### src/rtl/au_seq_pkg.sv
// Shared types for the arithmetic-unit row sequencer: the Aunit control word,
// the sequencer state encoding and default geometry.
package au_seq_pkg;

  localparam int PEROW_DEF = 8;
  localparam int DWD_DEF   = 16;
  localparam int CNTWD_DEF = 8;

  typedef struct packed {
    logic en;
    logic clr;
  } AuCtl;

  typedef enum logic [1:0] {
    IDLE = 2'd0,
    ACC  = 2'd1,
    CAP  = 2'd2
  } AuSeqState;

  // The first beat of a group loads the product instead of accumulating.
  function automatic AuCtl mk_ctl(input logic beat, input logic first_beat);
    AuCtl ctl;
    ctl.en  = beat;
    ctl.clr = beat & first_beat;
    return ctl;
  endfunction

endpackage

### src/rtl/au_seq_out_buf.sv
// One-entry valid/ready holding register for a finished row of sums.
// A capture may overlap the downstream taking the previous entry.
module au_seq_out_buf
  import au_seq_pkg::*;
#(
  parameter int PEROW = PEROW_DEF,
  parameter int DWD   = DWD_DEF
) (
  input  logic                       i_clk,
  input  logic                       i_rst,
  input  logic                       i_cap,
  input  logic [PEROW-1:0][DWD-1:0]  i_data,
  input  logic                       i_ready,
  output logic                       o_free,
  output logic                       o_valid,
  output logic [PEROW-1:0][DWD-1:0]  o_data
);

  logic                      valid_q;
  logic                      valid_d;
  logic [PEROW-1:0][DWD-1:0] data_q;
  logic [PEROW-1:0][DWD-1:0] data_d;

  assign o_free  = ~valid_q | i_ready;
  assign o_valid = valid_q;
  assign o_data  = data_q;

  // Next-state: capture wins over a concurrent drain.
  always_comb begin
    valid_d = valid_q;
    data_d  = data_q;
    if (i_cap) begin
      valid_d = 1'b1;
      data_d  = i_data;
    end else if (i_ready) begin
      valid_d = 1'b0;
    end else begin
      valid_d = valid_q;
    end
  end

  // Buffer registers; reset discards any pending result.
  always_ff @(posedge i_clk or posedge i_rst) begin
    if (i_rst) begin
      valid_q <= 1'b0;
      data_q  <= '0;
    end else begin
      valid_q <= valid_d;
      data_q  <= data_d;
    end
  end

endmodule

### src/rtl/au_seq.sv
// Sequencer for one Aunit MAC row: accepts a job config, drives en/clr per
// input beat and hands each finished group of sums to a one-entry buffer.
module au_seq
  import au_seq_pkg::*;
#(
  parameter int PEROW = PEROW_DEF,
  parameter int DWD   = DWD_DEF,
  parameter int CNTWD = CNTWD_DEF
) (
  input  logic                       i_clk,
  input  logic                       i_rst,
  input  logic                       i_cfg_valid,
  output logic                       o_cfg_ready,
  input  logic [CNTWD-1:0]           i_cfg_len,
  input  logic [CNTWD-1:0]           i_cfg_cnt,
  input  logic                       i_in_valid,
  output logic                       o_in_ready,
  output AuCtl                       o_ctl,
  input  logic [PEROW-1:0][DWD-1:0]  i_sum,
  output logic                       o_out_valid,
  input  logic                       i_out_ready,
  output logic [PEROW-1:0][DWD-1:0]  o_out_sum,
  output logic                       o_busy,
  output logic                       o_done,
  output logic                       o_err
);

  AuSeqState        state_q;
  logic [CNTWD-1:0] len_q;
  logic [CNTWD-1:0] cnt_q;
  logic [CNTWD-1:0] beat_q;
  logic [CNTWD-1:0] grp_q;
  logic             cfg_ready_q;
  logic             in_ready_q;
  logic             busy_q;
  logic             done_q;
  logic             err_q;

  logic cfg_hs;
  logic cfg_bad;
  logic beat;
  logic last_beat;
  logic last_grp;
  logic buf_free;
  logic cap;

  assign cfg_hs    = i_cfg_valid & cfg_ready_q;
  assign cfg_bad   = (i_cfg_len == CNTWD'(0)) | (i_cfg_cnt == CNTWD'(0));
  assign beat      = i_in_valid & in_ready_q;
  assign last_beat = (beat_q == (len_q - CNTWD'(1)));
  assign last_grp  = (grp_q == (cnt_q - CNTWD'(1)));
  assign cap       = (state_q == CAP) & buf_free;

  // en/clr must follow the beat in the same cycle, so only this output is combinational.
  assign o_ctl       = mk_ctl(beat, beat_q == CNTWD'(0));
  assign o_cfg_ready = cfg_ready_q;
  assign o_in_ready  = in_ready_q;
  assign o_busy      = busy_q;
  assign o_done      = done_q;
  assign o_err       = err_q;

  // Job FSM with registered handshake/status outputs.
  always_ff @(posedge i_clk or posedge i_rst) begin
    if (i_rst) begin
      state_q     <= IDLE;
      len_q       <= CNTWD'(0);
      cnt_q       <= CNTWD'(0);
      beat_q      <= CNTWD'(0);
      grp_q       <= CNTWD'(0);
      cfg_ready_q <= 1'b1;
      in_ready_q  <= 1'b0;
      busy_q      <= 1'b0;
      done_q      <= 1'b0;
      err_q       <= 1'b0;
    end else begin
      done_q <= 1'b0;
      err_q  <= 1'b0;
      case (state_q)
        IDLE: begin
          if (cfg_hs) begin
            len_q  <= i_cfg_len;
            cnt_q  <= i_cfg_cnt;
            beat_q <= CNTWD'(0);
            grp_q  <= CNTWD'(0);
            if (cfg_bad) begin
              err_q <= 1'b1;
            end else begin
              state_q     <= ACC;
              cfg_ready_q <= 1'b0;
              in_ready_q  <= 1'b1;
              busy_q      <= 1'b1;
            end
          end
        end
        ACC: begin
          if (beat) begin
            if (last_beat) begin
              beat_q     <= CNTWD'(0);
              state_q    <= CAP;
              in_ready_q <= 1'b0;
            end else begin
              beat_q <= beat_q + CNTWD'(1);
            end
          end
        end
        CAP: begin
          // Waiting here on a full buffer is what stalls the input stream.
          if (cap) begin
            grp_q <= grp_q + CNTWD'(1);
            if (last_grp) begin
              done_q      <= 1'b1;
              state_q     <= IDLE;
              cfg_ready_q <= 1'b1;
              busy_q      <= 1'b0;
            end else begin
              state_q    <= ACC;
              in_ready_q <= 1'b1;
            end
          end
        end
        default: begin
          state_q     <= IDLE;
          cfg_ready_q <= 1'b1;
          in_ready_q  <= 1'b0;
          busy_q      <= 1'b0;
        end
      endcase
    end
  end

  au_seq_out_buf #(
    .PEROW (PEROW),
    .DWD   (DWD)
  ) u_out_buf (
    .i_clk   (i_clk),
    .i_rst   (i_rst),
    .i_cap   (cap),
    .i_data  (i_sum),
    .i_ready (i_out_ready),
    .o_free  (buf_free),
    .o_valid (o_out_valid),
    .o_data  (o_out_sum)
  );

endmodule

### config.mk
export PLATFORM = sky130hd
export DESIGN_NAME = au_seq
export DESIGN_NICKNAME = d
export VERILOG_FILES = /design/src/rtl/au_seq_pkg.sv /design/src/rtl/au_seq_out_buf.sv /design/src/rtl/au_seq.sv
export SDC_FILE = /design/constraint.sdc
export NUM_CORES = 1
export LEC_CHECK = 0
export ABC_AREA = 1
export CAP_MARGIN = 20
export CORE_MARGIN = 2
export CORE_UTILIZATION = 41
export CTS_BUF_LIST = sky130_fd_sc_hd__clkbuf_8
export CTS_CLUSTER_SIZE = 12
export DETAILED_ROUTE_END_ITERATION = 8
export GPL_TIMING_DRIVEN = 0
export HOLD_SLACK_MARGIN = 0.15
export PLACE_DENSITY = 0.79
export SLEW_MARGIN = 20
export SYNTH_ARGS = -nofsm -noshare
export SYNTH_HDL_FRONTEND = slang
export SYNTH_SLANG_ARGS = --single-unit
export TNS_END_PERCENT = 1
### constraint.sdc
create_clock -name i_clk -period 5.41 [get_ports i_clk]
set_input_delay 1.082 -clock i_clk [delete_from_list [all_inputs] [get_ports i_clk]]
set_output_delay 1.082 -clock i_clk [all_outputs]
set_load 0.02 [all_outputs]
=== After elaboration in Yosys (flattened, before gate mapping) ===
Cells that the tools add are included.

* Flip-flop bits (word level): 168
* Latch bits: 0
* RAM bits: 0
* Bits in read-only memories: 0
* Bits of input ports: 149
* Output and inout port bits: 136
* Logic and storage cells: 91
* Memories: 0

* $add $sub $neg: 4
* $mul: 0
* Div/mod/pow operators: 0
* Magnitude comparators: 0
* Eq/ne operators: 11
* Shift-type cells: 0
* Mux-type cells: 36
* Bitwise operators: 8
* Reductions and logical operators: 13

{| class="wikitable"
|+ Operators by type and width
! kind !! number
|-
| $mux W8 || 4
|-
| $pmux W8 S2 || 2
|-
| $logic_not A8 Y1 || 3
|-
| $mux W1 || 21
|-
| $add A8 B1 Y8 const B || 2
|-
| $eq A8 B8 Y1 || 2
|-
| $sub A8 B1 Y8 const B || 2
|-
| $ne A2 B2 Y1 const B || 7
|-
| $mux W2 || 5
|-
| $reduce_and A5 Y1 || 2
|-
| $pmux W1 S3 || 3
|-
| $pmux W2 S3 || 1
|-
| $reduce_and A3 Y1 || 2
|-
| $reduce_and A6 Y1 || 1
|-
| $reduce_bool A2 Y1 || 3
|-
| $and A1 B1 Y1 || 4
|-
| $eq A2 B1 Y1 const B || 1
|-
| $eq A2 B2 Y1 const B || 1
|-
| $logic_not A2 Y1 || 1
|-
| $not A1 Y1 || 2
|-
| $or A1 B1 Y1 || 2
|-
| $reduce_and A2 Y1 || 1
|}

=== Longest topological paths before layout ===
Gate-level depths: netlist (run 1).

* Word-level depth: 5
* Gate-level depth with buffers: 14
* Depth with buffers taken out: 14

=== Modules after synthesis ===
Synthesis (run 1) repeated with hierarchy kept, for this count alone.

* Cells, all modules: 900
* Area, all modules: 7329.5 µm²

{| class="wikitable"
|+ Modules (own cells, without submodules)
! module !! instances !! cells an instance !! area each (µm²) !! seq. area each (µm²)
|-
| au_seq_out_buf || 1 || 546 || 4872.2 || 3228.1
|-
| au_seq || 1 || 354 || 2457.4 || 977.2
|}

=== Least setup slack after synthesis (run 1) ===
OpenSTA, ideal clock, no wires.

* Path type: input port to output port
* Start point: input port i_in_valid
* End point: output port o_ctl[0] (netlist bit)
* Data arrival time: 1.974 ns
* Path slack: 2.354 ns
* Stages on the path: 4
* Path through: nand2_1 inv_1 nand4_1 nor4_1

{| class="wikitable"
|+ RTL lines
! element !! RTL line !! RTL
|-
| start: declaration || au_seq.sv:16 || <nowiki>input logic i_in_valid,</nowiki>
|-
| end: declaration || au_seq.sv:18 || <nowiki>output AuCtl o_ctl,</nowiki>
|}

==> results of run 1 <==
## critical path: cells and delay by family
| family | cells | cell delay [ps] |
|---|---|---|
| buffers and inverters | 3 | 1290 |
| AND/OR/NAND/NOR | 3 | 520 |
## cell type report
type                       instances  area (sq um)
fill                            1512          6410
clock inverter                    14         140.1
clock buffer                      18         247.7
antenna                            1         2.502
inverter                          45         172.7
buffer                            35         206.4
timing repair buffer             290          2963
sequential                       168          4205
tap                              225         281.5
multi-input combinational        640          2728
## routing by layer
layer | up-vias | global-route usage [%]
met1 | 3113 | 25.95
met5 | - | 0
met3 | 42 | 6.806
li1 | 3330 | -
met2 | 205 | 38.36
met4 | 2 | 9.794
## cell families after synthesis
kind of cell	count (synthesis)	share of synthesized area [%]
fa+ha+maj	5	0.8560
buf+inv	80	5.136
xor+xnor	20	2.397
flops	168	57.54
simple gates	582	31.62
compound gates	33	2.448
## stage by stage
step / util, % / area [sq um] / setup WS [ps] / total power, mW
final: 63.07 / 10950 / 1429 / 6.179
after global routing: 63.07 / 10950 / 1359 / 6.619
after CTS: 63.06 / 10940 / 1441 / 6.233
after detailed placement: 60.82 / 10560 / 1440 / 5.329
after global placement: 60.13 / 10440 / 687.1 / 5.247
after floorplan: - / 7312 / 2188 / 3.881
## how the worst max path moves through the flow
stage / start / to / cells past startpoint / slack [ps]
2_1_floorplan: i_rst / beat_q[0]$_DFFE_PP0P_ / 1 / 2190
3_3_place_gp: i_rst / u_out_buf.o_data[23]$_DFFE_PP0P_ / 2 / 690
3_5_place_dp: i_in_valid / o_ctl[0] / 6 / 1440
4_1_cts: i_in_valid / o_ctl[0] / 6 / 1440
5_1_grt: i_in_valid / o_ctl[0] / 6 / 1360
6_report: i_in_valid / o_ctl[0] / 6 / 1430
## state kept, by name (all words and copies together), names as in the netlist
name and count:
u_out_buf.o_data 128, beat_q 8, cnt_q 8, grp_q 8, len_q 8, state_q 2, o_busy 1, o_cfg_ready 1
o_done 1, o_err 1, o_in_ready 1, u_out_buf.o_valid 1
## report_power, final
group | leakage [nW] | internal, mW | switching, mW | total [mW]
combinational | 3.12 | 1.37 | 1.76 | 3.13
clock | 0.192 | 0.389 | 0.502 | 0.891
sequential | 2.13 | 1.80 | 0.362 | 2.16
## cell usage in the layout, fill, tap and decap left out, types with 3 or more instances in the layout
cell / n
inv_6: 4
buf_12: 6
nor2_2: 3
inv_1: 37
xor2_1: 12
a21oi_1: 10
o21ai_1: 9
nand2_1: 498
xnor2_1: 8
buf_2: 21
dfrtp_1: 167
inv_2: 8
o21ai_0: 12
clkdlybuf4s50_1: 284
nand3_1: 21
ha_1: 5
nor2_1: 36
clkinvlp_4: 4
nand4_1: 11
clkbuf_8: 18
clkinv_4: 3
buf_4: 13
==> run_results.csv, run 1 <==
group,metric,value,unit
synthesis,synth.avg_cell_area,8.230,sq um
critical_path,cp_common_cell,"clkdlybuf4s50_1",
flow_run,cap_violations,0,
synthesis,synth_top_cell_area_share,57.18,%
clock_network,cts.sinks,168,
clock_network,clockBufferDepth,2,
synthesis,synthesis.area,7308,sq um
synthesis,ys_ff_latch,168,
pwr,power.density,564.5,nW/um^2
synthesis,synth_ff_type,"dfrtp_1",
placement,placed_cells,1403,
clock_network,h-tree-depth,4,
global_routing,grt_overflow_total,0,
global_routing,grt_usage,22.41,%
timing,setup_viol,0,
clock_network,insertion_delay,450,ps
critical_path,critPathKind,"primary input to primary output",
floorplan,rows,48,
critical_path,ff2ff_setup_slack,3280,ps
min_path,hold_depth,2,
clock_network,holdBufCountCts,0,
global_routing,grt_first_pass_wirelength,32600,um
synthesis,synthArstFlopShare,100.0,%
floorplan,die_h,137.5,um
timing,hold_violations,0,
min_path,hold_path_startpoint,"u_out_buf.o_data[87]$_DFFE_PP0P_",
floorplan,die_x,137.5,um
global_routing,grt_max_degree,32,
floorplan,core,17360,sq um
synthesis,yosysMostFrequentCell,"nand2_1",
synthesis,post_synth_num_cell_types,30,
timing,period_needed,3981,ps
timing,fin_crit_sh,73.59,%
clock_network,cts_setup_buffers,0,
routing,drt-met1-wl,8377,um
timing,tns,0,ps
timing,slew_viol_final,0,
synthesis,yosysTopAreaCell,"dfrtp_1",
critical_path,slowest_delay,670,ps
critical_path,critPathSlowestCell,"clkdlybuf4s50_1",
outcome,status,"complete, no violations",
synthesis,ys_warn_count,0,
clock_network,cts_tree,"yes",
placement,dp_hpwl,16270,um
synthesis,synth_edf_count,0,
floorplan,io_pins,285,
routing,wl_met2,10570,um
floorplan,fp.dieArea,18910,sq um
clock_network,clk_pin_slew,90,ps
timing,clock_skew,20.52,ps
routing,viasPerCell,4.660,
timing,worst_pin_slew,485.8,ps
routing,wl_met3,1503,um
min_path,hold_class,"flip-flop to flip-flop",
synthesis,netlist_instances,888,
critical_path,path_max_fanout,3,
min_path,worst_hold_path.endpoint,"u_out_buf.o_data[87]$_DFFE_PP0P_",
routing,ant_nets,0,
pwr,vdd_ir_drop_max,0.3115,mV
clock_network,ctsResizeCount,0,
clock_network,root_buffer,"clkbuf_8",
placement,io_buffers,284,
critical_path,reg2reg_depth,13,
final_layout,syn_to_final_growth,49.79,%
critical_path,worst_setup_path_end_kind,"primary output",
timing,rsz0062_at_grt,"false",
critical_path,cp.arrival,2900,ps
timing,fin_hold_ws,476.1,ps
routing,first_iter_violations,330,
global_routing,grt_pass1_vias,6536,
critical_path,cp-start-kind,"primary input",
routing,wl_per_cell,14.65,um
final_layout,fin_cells,1436,
routing,vias,6692,
critical_path,cp.required,4330,ps
clock_network,numCtsBuffers,17,
final_layout,drive_gt1_share,7.603,%
routing,drc,0,
critical_path,crit_chain,"clkdlybuf4s50_1 -> nand2_1 -> inv_1 -> nand4_1 -> nor4_1 -> clkdlybuf4s50_1",
critical_path,r2r_end,"state_q[0]$_DFFE_PP0P_",
placement,finalWeightedCongestion,0.8617,
synthesis,ys_seq_area_share,57.54,%
routing,dr.pass1.iters,5,
timing,fmax,0.2512,GHz
synthesis,synth_commonest_cells,"nand2_1 (498), dfrtp_1 (167), inv_1 (37)",
critical_path,r2r-start,"len_q[0]$_DFFE_PP0P_",
synthesis,synthTopCellsByArea,"dfrtp_1 (57%), nand2_1 (26%), inv_1 (1.9%)",
floorplan,start_util,42.11,%
synthesis,synth_fp_nets,1042,
routing,drt-total-wl,21040,um
pwr,leakage,5.441,nW
timing,max_slew_margin,67.62,%
global_routing,antenna_found_initial,2,
routing,top_layer,"met5",
final_layout,final_nets,1351,
Power figures use the tool's default switching activity.
==> inputs of run 2 (changes only) <==
--- a/config.mk
+++ b/config.mk
@@ -8,13 +8,13 @@
 export ABC_AREA = 1
 export CAP_MARGIN = 20
 export CORE_MARGIN = 2
-export CORE_UTILIZATION = 41
+export CORE_UTILIZATION = 45
 export CTS_BUF_LIST = sky130_fd_sc_hd__clkbuf_8
 export CTS_CLUSTER_SIZE = 12
 export DETAILED_ROUTE_END_ITERATION = 8
 export GPL_TIMING_DRIVEN = 0
 export HOLD_SLACK_MARGIN = 0.15
-export PLACE_DENSITY = 0.79
+export PLACE_DENSITY = 0.82
 export SLEW_MARGIN = 20
 export SYNTH_ARGS = -nofsm -noshare
 export SYNTH_HDL_FRONTEND = slang
==> constraint.sdc (replaced) <==
create_clock -name i_clk -period 4 [get_ports i_clk]
set_input_delay 0.8 -clock i_clk [delete_from_list [all_inputs] [get_ports i_clk]]
set_output_delay 0.8 -clock i_clk [all_outputs]
set_load 0.02 [all_outputs]
==> run_results.csv, run 2 (synthesis results as in run 1) <==
group,metric,value,unit
critical_path,r2r-start,"len_q[0]$_DFFE_PP0P_",
clock_network,holdBufCountCts,0,
timing,finalWorstSetupSlack,669.4,ps
final_layout,final_common_cell,"nand2_1",
floorplan,fp.dieArea,17280,sq um
timing,fmax,0.3002,GHz
critical_path,crit_end,"o_ctl[0]",
routing,drt-total-wl,21650,um
placement,dp_hpwl,16590,um
clock_network,cts_tree,"yes",
critical_path,critPathKind,"primary input to primary output",
final_layout,mostFrequentLayoutCells,"nand2_1 (498), clkdlybuf4s50_1 (284), dfrtp_1 (167), inv_1 (38), nor2_1 (36)",
critical_path,ff2ff_setup_slack,1890,ps
timing,setup_viol,0,
final_layout,final_nets,1351,
final_layout,syn_to_final_growth,50.21,%
placement,pre_cts_ws,687.9,ps
floorplan,die_x,131.4,um
floorplan,die_h,131.4,um
placement,io_buffers,284,
final_layout,largest_reg_flops,128,
outcome,status,"complete, no violations",
timing,max_slew_margin,62.44,%
clock_network,root_buffer,"clkbuf_8",
floorplan,start_util,46.01,%
critical_path,worst_setup_path_end_kind,"primary output",
timing,fin_hold_ws,475.1,ps
final_layout,stdcell_area,10980,sq um
global_routing,grt_overflow_total,0,
critical_path,path_max_fanout,3,
clock_network,cts_setup_buffers,0,
critical_path,r2r_end,"o_in_ready$_DFFE_PP0P_",
clock_network,h-tree-depth,4,
clock_network,clk_pin_slew,90,ps
timing,rsz0062_at_grt,"false",
timing,hold_violations,0,
timing,period_needed,3331,ps
flow_run,cap_violations,0,
final_layout,diodes,0,
pwr,leakage,5.470,nW
floorplan,io_pins,285,
routing,wl_per_cell,15.19,um
min_path,hold_class,"flip-flop to flip-flop",
critical_path,cp.required,3200,ps
timing,clock_skew,22.07,ps
timing,slew_viol_final,0,
global_routing,grt_max_degree,35,
global_routing,grt_first_pass_wirelength,35360,um
routing,viasPerCell,4.766,
clock_network,cts.sinks,168,
clock_network,clockBufferDepth,2,
global_routing,antenna_found_initial,2,
global_routing,grt_pass1_vias,6839,
critical_path,reg2reg_depth,13,
placement,dpl_cell_area,10560,sq um
pwr,vdd_ir_drop_max,0.3911,mV
clock_network,insertion_delay,460,ps
critical_path,cp.arrival,2530,ps
timing,tns,0,ps
critical_path,crit_start,"i_in_valid",
global_routing,grt_usage,25.93,%
routing,first_iter_violations,305,
clock_network,ctsResizeCount,0,
placement,finalWeightedCongestion,0.8983,
timing,fin_crit_sh,83.27,%
routing,dr.pass1.iters,5,
critical_path,cp-start-kind,"primary input",
pwr,power.density,772.7,nW/um^2
timing,worst_pin_slew,561.4,ps
final_layout,drive_gt1_share,7.444,%
routing,ant_nets,0,
clock_network,numCtsBuffers,17,
routing,drc,0,
floorplan,rows,46,
floorplan,core,15890,sq um
routing,vias,6791,
## run 2: cell count changes in the layout (fill, tap and decap cells not counted), moves of 2 or more
cell	previous run	this run
bufinv_16	1	4
inv_8	2	0
buf_16	0	2
clkinv_2	0	3
inv_6	4	1
buf_12	6	4
## run 2: area by class of cell
type,count,area [sq um]
fill,1265,4907
sequential,168,4205
timing repair buffer,290,2978
multi-input combinational,640,2728
tap,216,270.3
clock buffer,17,234.0
buffer,35,206.4
clock inverter,14,183.9
inverter,45,172.7
## run 2: metrics by stage
step	util (%)	power, mW	std cells
2_1_floorplan	-	5.250	888
3_3_place_gp	65.63	7.094	1388
3_5_place_dp	66.48	7.219	1394
4_1_cts	69.11	8.545	1425
5_1_grt	69.11	9.095	1425
6_report	69.11	8.483	1425
## run 2: power by group
part / leakage, nW / switching (mW) / internal [mW]
Sequential: 2.13 / 0.489 / 2.43
Combinational: 3.12 / 2.40 / 1.85
Clock: 0.214 / 0.634 / 0.673
Total: 5.47 / 3.52 / 4.96
## run 2: routing by layer
layer / wire length (um) / GRT usage, %
met5: 36 / 0
met4: 567 / 9.239
met3: 1640 / 8.488
met2: 10850 / 44.82
met1: 8559 / 30.19
## run 2: worst max-delay path: stages
cell and delay [ps]:
clkdlybuf4s50_1 460, nand2_1 120, inv_1 160, nand4_1 100, nor4_1 220, clkdlybuf4s50_1 670
## run 2: how the worst min path moves through the flow
| stage | start | end | slack (ps) | depth (start not counted) |
|---|---|---|---|---|
| 4_1_cts | u_out_buf.o_data[94]$_DFFE_PP0P_ | u_out_buf.o_data[94]$_DFFE_PP0P_ | 480 | 2 |
| 2_1_floorplan | cnt_q[7]$_DFFE_PP0P_ | cnt_q[7]$_DFFE_PP0P_ | 470 | 2 |
| 5_1_grt | u_out_buf.o_data[96]$_DFFE_PP0P_ | u_out_buf.o_data[96]$_DFFE_PP0P_ | 490 | 2 |
| 3_5_place_dp | u_out_buf.o_data[94]$_DFFE_PP0P_ | u_out_buf.o_data[94]$_DFFE_PP0P_ | 460 | 2 |
| 3_3_place_gp | u_out_buf.o_data[120]$_DFFE_PP0P_ | u_out_buf.o_data[120]$_DFFE_PP0P_ | 450 | 2 |
| 6_report | u_out_buf.o_data[94]$_DFFE_PP0P_ | u_out_buf.o_data[94]$_DFFE_PP0P_ | 480 | 2 |
==> inputs of run 3 (changes only) <==
==> constraint.sdc (replaced) <==
create_clock -name i_clk -period 3.15 [get_ports i_clk]
set_input_delay 0.63 -clock i_clk [delete_from_list [all_inputs] [get_ports i_clk]]
set_output_delay 0.63 -clock i_clk [all_outputs]
set_load 0.02 [all_outputs]
==> results of run 3 <==
The final DEF is identical to that of run 2. Status: complete, no violations.
Among the figures that moved: setup slack after placement 687.9 ps -> 177.9 ps; setup slack after layout 669.4 ps -> 159.4 ps; register-to-register setup slack 1890 ps -> 1040 ps; total power 8.483 mW -> 10.77 mW; worst IR drop on VDD 0.3911 mV -> 0.4967 mV
